## src/rtl/bus_request_arbiter.sv

```systemverilog
// -----------------------------------------------------------------------------
// bus_request_arbiter
//   Shares one memory bus between a CPU instruction-fetch port and a data
//   load/store port. Supports byte/half/word (and dword when DATA_W=64)
//   accesses with byte-lane selects, sign/zero extension of loads,
//   misalignment rejection and a bounded-starvation priority for fetch.
//
// Ports
//   clk, rst                      clock, synchronous active-high reset
//   i_req/i_addr -> i_rdata/i_done        fetch request / completion
//   d_read/d_write/d_addr/d_wdata/d_size/d_unsigned
//                  -> d_rdata/d_done/d_err load/store request / completion
//   stall                         some request is pending and not done
//   read_i/write_i/adr_i/cpu_dat_i/sel_i   bus request outputs (registered)
//   cpu_dat_o/busy_o              bus response inputs
// -----------------------------------------------------------------------------
module bus_request_arbiter #(
  parameter int ADDR_W       = 32,
  parameter int DATA_W       = 32,
  parameter int I_STARVE_MAX = 4
) (
  input  logic                clk,
  input  logic                rst,
  input  logic                i_req,
  input  logic [ADDR_W-1:0]   i_addr,
  output logic [DATA_W-1:0]   i_rdata,
  output logic                i_done,
  input  logic                d_read,
  input  logic                d_write,
  input  logic [ADDR_W-1:0]   d_addr,
  input  logic [DATA_W-1:0]   d_wdata,
  input  logic [1:0]          d_size,
  input  logic                d_unsigned,
  output logic [DATA_W-1:0]   d_rdata,
  output logic                d_done,
  output logic                d_err,
  output logic                stall,
  output logic                read_i,
  output logic                write_i,
  output logic [ADDR_W-1:0]   adr_i,
  output logic [DATA_W-1:0]   cpu_dat_i,
  output logic [DATA_W/8-1:0] sel_i,
  input  logic [DATA_W-1:0]   cpu_dat_o,
  input  logic                busy_o
);

  localparam int NB    = DATA_W / 8;
  localparam int OFF_W = $clog2(NB);
  localparam int CNT_W = (I_STARVE_MAX > 0) ? $clog2(I_STARVE_MAX + 1) : 1;
  localparam logic [CNT_W-1:0] STARVE_LIM = CNT_W'(I_STARVE_MAX);

  typedef enum logic [1:0] {S_IDLE, S_ISSUE, S_WAIT} state_t;

  state_t             r_state, w_state_next;
  logic               r_wait_first;
  logic [CNT_W-1:0]   r_starve;
  logic               r_is_fetch;
  logic               r_is_load;
  logic [1:0]         r_size;
  logic               r_unsigned;
  logic [OFF_W-1:0]   r_off;

  logic               w_d_req;
  logic               w_fetch_wins;
  logic               w_grant_i, w_grant_d, w_reject, w_complete;
  logic [OFF_W-1:0]   w_off;
  logic [4:0]         w_off5;
  logic [3:0]         w_bmask;
  logic [4:0]         w_bytes;
  logic [4:0]         w_rbytes;
  logic               w_misaligned;
  logic [DATA_W/8-1:0] w_sel;
  logic [DATA_W-1:0]  w_wdata_rep;
  logic [DATA_W-1:0]  w_keep;
  logic [DATA_W-1:0]  w_shifted;
  logic               w_sign;
  logic [DATA_W-1:0]  w_load_ext;
  logic [ADDR_W-1:0]  w_i_adr, w_d_adr;
  logic               w_unused;

  assign w_d_req  = d_read | d_write;
  assign w_off    = d_addr[OFF_W-1:0];
  assign w_off5   = 5'(w_off);
  assign w_bmask  = (4'd1 << d_size) - 4'd1;
  assign w_bytes  = 5'd1 << d_size;
  assign w_rbytes = 5'd1 << r_size;
  // A dword request on a 32-bit bus cannot be served, so it is rejected like
  // a misaligned one.
  assign w_misaligned = ((DATA_W == 32) && (d_size == 2'd3)) ||
                        ((w_off & w_bmask[OFF_W-1:0]) != '0);

  assign w_i_adr  = {i_addr[ADDR_W-1:OFF_W], {OFF_W{1'b0}}};
  assign w_d_adr  = {d_addr[ADDR_W-1:OFF_W], {OFF_W{1'b0}}};
  assign w_unused = ^i_addr[OFF_W-1:0];

  // A requester whose done pulse is showing this cycle is no longer waiting.
  assign stall = (i_req & ~i_done) | (w_d_req & ~d_done);

  // Fetch only overrides pending data once data has won I_STARVE_MAX times
  // in a row while fetch was waiting.
  assign w_fetch_wins = i_req &
                        (~w_d_req | ((I_STARVE_MAX > 0) && (r_starve == STARVE_LIM)));

  genvar gi;
  generate
    for (gi = 0; gi < NB; gi++) begin : g_lane
      localparam logic [OFF_W-1:0] LANE  = OFF_W'(gi);
      localparam logic [4:0]       LANE5 = 5'(gi);
      logic [OFF_W-1:0] w_src;
      // Store data is replicated: lane gi carries byte (gi mod size) of d_wdata.
      assign w_src = LANE & w_bmask[OFF_W-1:0];
      assign w_wdata_rep[8*gi +: 8] = d_wdata[{w_src, 3'b000} +: 8];
      assign w_sel[gi]  = (LANE5 >= w_off5) && (LANE5 < (w_off5 + w_bytes));
      assign w_keep[8*gi +: 8] = (LANE5 < w_rbytes) ? 8'hFF : 8'h00;
    end
  endgenerate

  // Load extraction uses the size/offset latched at grant time.
  assign w_shifted = cpu_dat_o >> {r_off, 3'b000};

  always_comb begin
    w_sign = 1'b0;
    case (r_size)
      2'd0:    w_sign = w_shifted[7];
      2'd1:    w_sign = w_shifted[15];
      2'd2:    w_sign = w_shifted[31];
      default: w_sign = w_shifted[DATA_W-1];
    endcase
    w_sign     = w_sign & ~r_unsigned;
    w_load_ext = (w_shifted & w_keep) | (~w_keep & {DATA_W{w_sign}});
  end

  // Next-state and grant decisions.
  always_comb begin
    w_state_next = r_state;
    w_grant_i    = 1'b0;
    w_grant_d    = 1'b0;
    w_reject     = 1'b0;
    w_complete   = 1'b0;
    case (r_state)
      S_IDLE: begin
        if (!busy_o) begin
          if (w_fetch_wins) begin
            w_grant_i    = 1'b1;
            w_state_next = S_ISSUE;
          end else if (w_d_req) begin
            if (w_misaligned) begin
              w_reject = 1'b1;
            end else begin
              w_grant_d    = 1'b1;
              w_state_next = S_ISSUE;
            end
          end
        end
      end
      S_ISSUE: w_state_next = S_WAIT;
      S_WAIT: begin
        // The bus raises busy_o only the cycle after the strobe, so the first
        // WAIT cycle cannot be trusted.
        if (!r_wait_first && !busy_o) begin
          w_complete   = 1'b1;
          w_state_next = S_IDLE;
        end
      end
      default: w_state_next = S_IDLE;
    endcase
  end

  always_ff @(posedge clk) begin
    if (rst) begin
      r_state <= S_IDLE;
    end else begin
      r_state <= w_state_next;
    end
  end

  always_ff @(posedge clk) begin
    if (rst) begin
      r_starve <= '0;
    end else if (!i_req || w_grant_i) begin
      r_starve <= '0;
    end else if ((w_grant_d || w_reject) && (r_starve != STARVE_LIM)) begin
      r_starve <= r_starve + 1'b1;
    end
  end

  always_ff @(posedge clk) begin
    if (rst) begin
      read_i       <= 1'b0;
      write_i      <= 1'b0;
      adr_i        <= '0;
      cpu_dat_i    <= '0;
      sel_i        <= '0;
      i_rdata      <= '0;
      d_rdata      <= '0;
      i_done       <= 1'b0;
      d_done       <= 1'b0;
      d_err        <= 1'b0;
      r_wait_first <= 1'b0;
      r_is_fetch   <= 1'b0;
      r_is_load    <= 1'b0;
      r_size       <= '0;
      r_unsigned   <= 1'b0;
      r_off        <= '0;
    end else begin
      read_i       <= 1'b0;
      write_i      <= 1'b0;
      i_done       <= 1'b0;
      d_done       <= 1'b0;
      d_err        <= 1'b0;
      r_wait_first <= (r_state == S_ISSUE);
      if (w_grant_i) begin
        read_i     <= 1'b1;
        adr_i      <= w_i_adr;
        sel_i      <= '1;
        cpu_dat_i  <= '0;
        r_is_fetch <= 1'b1;
      end
      if (w_grant_d) begin
        read_i     <= d_read;
        write_i    <= ~d_read;
        adr_i      <= w_d_adr;
        sel_i      <= w_sel;
        cpu_dat_i  <= w_wdata_rep;
        r_is_fetch <= 1'b0;
        r_is_load  <= d_read;
        r_size     <= d_size;
        r_unsigned <= d_unsigned;
        r_off      <= w_off;
      end
      if (w_reject) begin
        d_done  <= 1'b1;
        d_err   <= 1'b1;
        d_rdata <= '0;
      end
      if (w_complete) begin
        if (r_is_fetch) begin
          i_done  <= 1'b1;
          i_rdata <= cpu_dat_o;
        end else begin
          d_done <= 1'b1;
          if (r_is_load) begin
            d_rdata <= w_load_ext;
          end
        end
      end
    end
  end

endmodule

```

## config.mk

```make
export PLATFORM = sky130hd
export DESIGN_NAME = bus_request_arbiter
export DESIGN_NICKNAME = d
export VERILOG_FILES = /design/src/rtl/bus_request_arbiter.sv
export SDC_FILE = /design/constraint.sdc
export NUM_CORES = 1
export LEC_CHECK = 0
export BUFFER_PORTS_ARGS = -buffer_cell sky130_fd_sc_hd__buf_2
export CORE_UTILIZATION = 48
export CTS_CLUSTER_DIAMETER = 150
export CTS_CLUSTER_SIZE = 12
export DETAILED_ROUTE_END_ITERATION = 16
export PLACE_DENSITY_LB_ADDON = 0.3
export SKIP_CTS_REPAIR_TIMING = 1
export SYNTH_ARGS = -nofsm -noshare
export SYNTH_HDL_FRONTEND = slang
export SYNTH_SLANG_ARGS = --single-unit
```

## constraint.sdc

```tcl
create_clock -name clk -period 3.35 [get_ports clk]
set_clock_uncertainty 0.1 [all_clocks]
set_input_delay 0.67 -clock clk [delete_from_list [all_inputs] [get_ports clk]]
set_output_delay 0.67 -clock clk [all_outputs]
set_load 0.01 [all_outputs]
```

==> results_dict.tcl <==
set metrics [dict create \
    crit_slowest_cell "o41ai_4" \
    vias_per_cell 5.53 \
    cts_tree "yes" \
    clock_path_buffers 2 \
    path_cells "buf_4 > mux4_2 > nor2_1 > o41ai_4 > o221a_2" \
    dp_hpwl_um 13800 \
    final_common_cell "buf_2" \
    hold_viol_final 0 \
    die_area_um2 14300 \
    avgSynthCellArea_um2 8.40 \
    rr_startpoint "r_off[1]" \
    reg2reg_slack_ns 0.96 \
    crit_type "register to register" \
    synth_area_leaders "dfxtp_1 45%, nand2_1 11%, a21oi_1 8.5%" \
    max_freq_ghz 0.418 \
    grt_max_degree 77 \
    cts_num_sinks 148 \
    synth_top_area_frac 0.446 \
    power_density_nw_per_um2 513 \
    total_leakage_power_uw 0.00378 \
    crit_buf_inv 1 \
    nFillCells 1205 \
    worstReg2RegEnd "d_rdata[17]" \
    path_max_fanout 27 \
    antenna_found_initial 2 \
    area_growth_pct 31.3 \
    design.core.area_um2 13400 \
    drtIter0Drc 546 \
    start_util 0.496 \
    multi_input_area_um2 3370 \
    vdd_drop_max_uv 377 \
    synth-seq-cells 148 \
    crit_family "compound AO/OA/AOI/OAI gates" \
    place_congestion 0.847 \
    vias 6747 \
    period_share 0.714 \
    register_area_um2 2960 \
    die-height_um 120 \
    nNetsFinal 1172 \
    cap_violations 0 \
    grt_pass1_vias 6209 \
    cts_max_level 4 \
    synth_edf_count 0 \
    maxSlewViolCount 0 \
    max_stage_delay_ns 0.73 \
    gr-total-overflow 0 \
    wl_per_cell_um 16.0 \
    finalPower_uw 4480 \
    wirelength_um 19500 \
    drive_gt1_frac 0.366 \
    synth_async_sr_flop_share 0 \
    die_w_um 120 \
    clk_pin_slew_ns 0.06 \
    clockRootBuffer "clkbuf_16" \
    cts_buffers 17 \
    seq_area_frac_synth 0.446 \
    ys_warn_count 0 \
    status "finished, final reports clean" \
    cp-startpoint "r_off[1]" \
    slew_headroom 0.399 \
    synth_cell_type_count 52 \
    drtAntennaViolNets 0 \
    first_pass_iters 5 \
    rr_worst_depth 5 \
    worst_setup_path_start_kind "register" \
    rows 42 \
    holdPathStages 2 \
    rsz0062_at_grt "false" \
    crit_path_end "d_rdata[17]" \
    worst_pin_slew_ns 0.899 \
    arrival_ns 2.65 \
    setup_viol 0 \
    syn_area_um2 6650 \
    yosysTopAreaCell "dfxtp_1" \
    synthCells 791 \
    ys_dominant_reg_cell "dfxtp_1" \
    end_kind "register" \
    crit_cells 5 \
    io_buffers 270 \
    crit_required_ns 3.61 \
    layout_common_cells "269 x buf_2, 197 x nand2_1, 148 x dfxtp_1" \
    layout_min_cycle_time_ns 2.39 \
    min_path_type "register to register" \
    tns_ns 0 \
    drc 0 \
    ios 275 \
    grt_pass1_wl_um 31300 \
    grt_usage 0.274 \
    clk_latency_ns 0.42 \
]
per-layer routing:
layer / wire length, um / vias up / global-route usage / share of wire
met1: 8520 / 3130 / 0.353 / 0.44
met4: 519 / 0 / 0.119 / 0.027
met3: 1290 / 37 / 0.0599 / 0.066
li1: - / 3291 / - / -
met2: 9220 / 289 / 0.440 / 0.47
met5: 0 / - / 0 / 0
power by group:
group	internal, uW	total [uW]	switching (uW)
Clock	1340	2070	734
Combinational	227	557	330
Sequential	1820	1850	31.5
cell type report:
type,instances,area share
repair buffers,290,0.172
well taps,176,0.0252
inverters,5,0.00215
diodes,1,0.000287
clock inverters,14,0.0239
multi-input cells,567,0.387
clock buffers,18,0.0503
flip-flops and latches,148,0.339
registers in the layout, indices dropped and copies added, names as in the netlist:
signal / count
r_state: 2
cpu_dat_i: 32
d_rdata: 32
r_is_load: 1
read_i: 1
i_done: 1
write_i: 1
r_unsigned: 1
r_is_fetch: 1
i_rdata: 32
adr_i: 30
r_off: 2
d_done: 1
sel_i: 4
d_err: 1
r_size: 2
r_wait_first: 1
r_starve: 3
tightest hold or removal path, stage by stage (launching register included):
cell and delay (ns):
dfxtp_1 0.31, nand2_1 0.05, a21oi_1 0.05
cell usage after synthesis, types with 2 or more instances:
cell	n
nand2_1	197
dfxtp_1	148
a21oi_1	113
clkbuf_1	49
o21ai_0	42
a311oi_1	30
o221a_2	26
mux2i_1	24
mux2_2	23
nor2_1	19
buf_2	16
o211ai_1	16
and2_1	9
o22ai_1	9
nand3_1	6
nor2b_1	6
ha_1	5
inv_1	5
nor3_1	4
a31oi_1	3
buf_1	3
buf_4	3
nand2b_1	3
a2bb2oi_1	2
nand3b_1	2
o21ai_1	2
kinds of logic after synthesis:
kind of cell / share of synthesized area
AO/OA/AOI/OAI: 0.250
XOR/XNOR: 0.00264
adder cells (fa/ha/maj): 0.0124
buffers and inverters: 0.0493
flip-flops: 0.446
multiplexers: 0.0785
other: 0.000564
AND/OR/NAND/NOR: 0.161
how the worst min path moves through the flow:
stage,start,to
final,r_is_load,r_is_load
after CTS,i_rdata[18],i_rdata[18]
after detailed placement,i_rdata[18],i_rdata[18]
after floorplan,r_is_load,r_is_load
after global placement,i_rdata[17],i_rdata[17]
after global routing,i_rdata[11],i_rdata[11]
stage by stage:
step,utilization,setup slack (ns),hold slack (ns),std cells,cell area [um2]
after floorplan,-,0.618,0.332,792,6650
after global placement,0.603,0.646,0.341,1186,8080
after detailed placement,0.603,0.539,0.346,1186,8080
after CTS,0.651,1.00,0.354,1218,8730
after global routing,0.652,0.820,0.374,1219,8730
final,0.652,0.959,0.353,1219,8730
No activity file was read; power rests on OpenSTA's default activity.
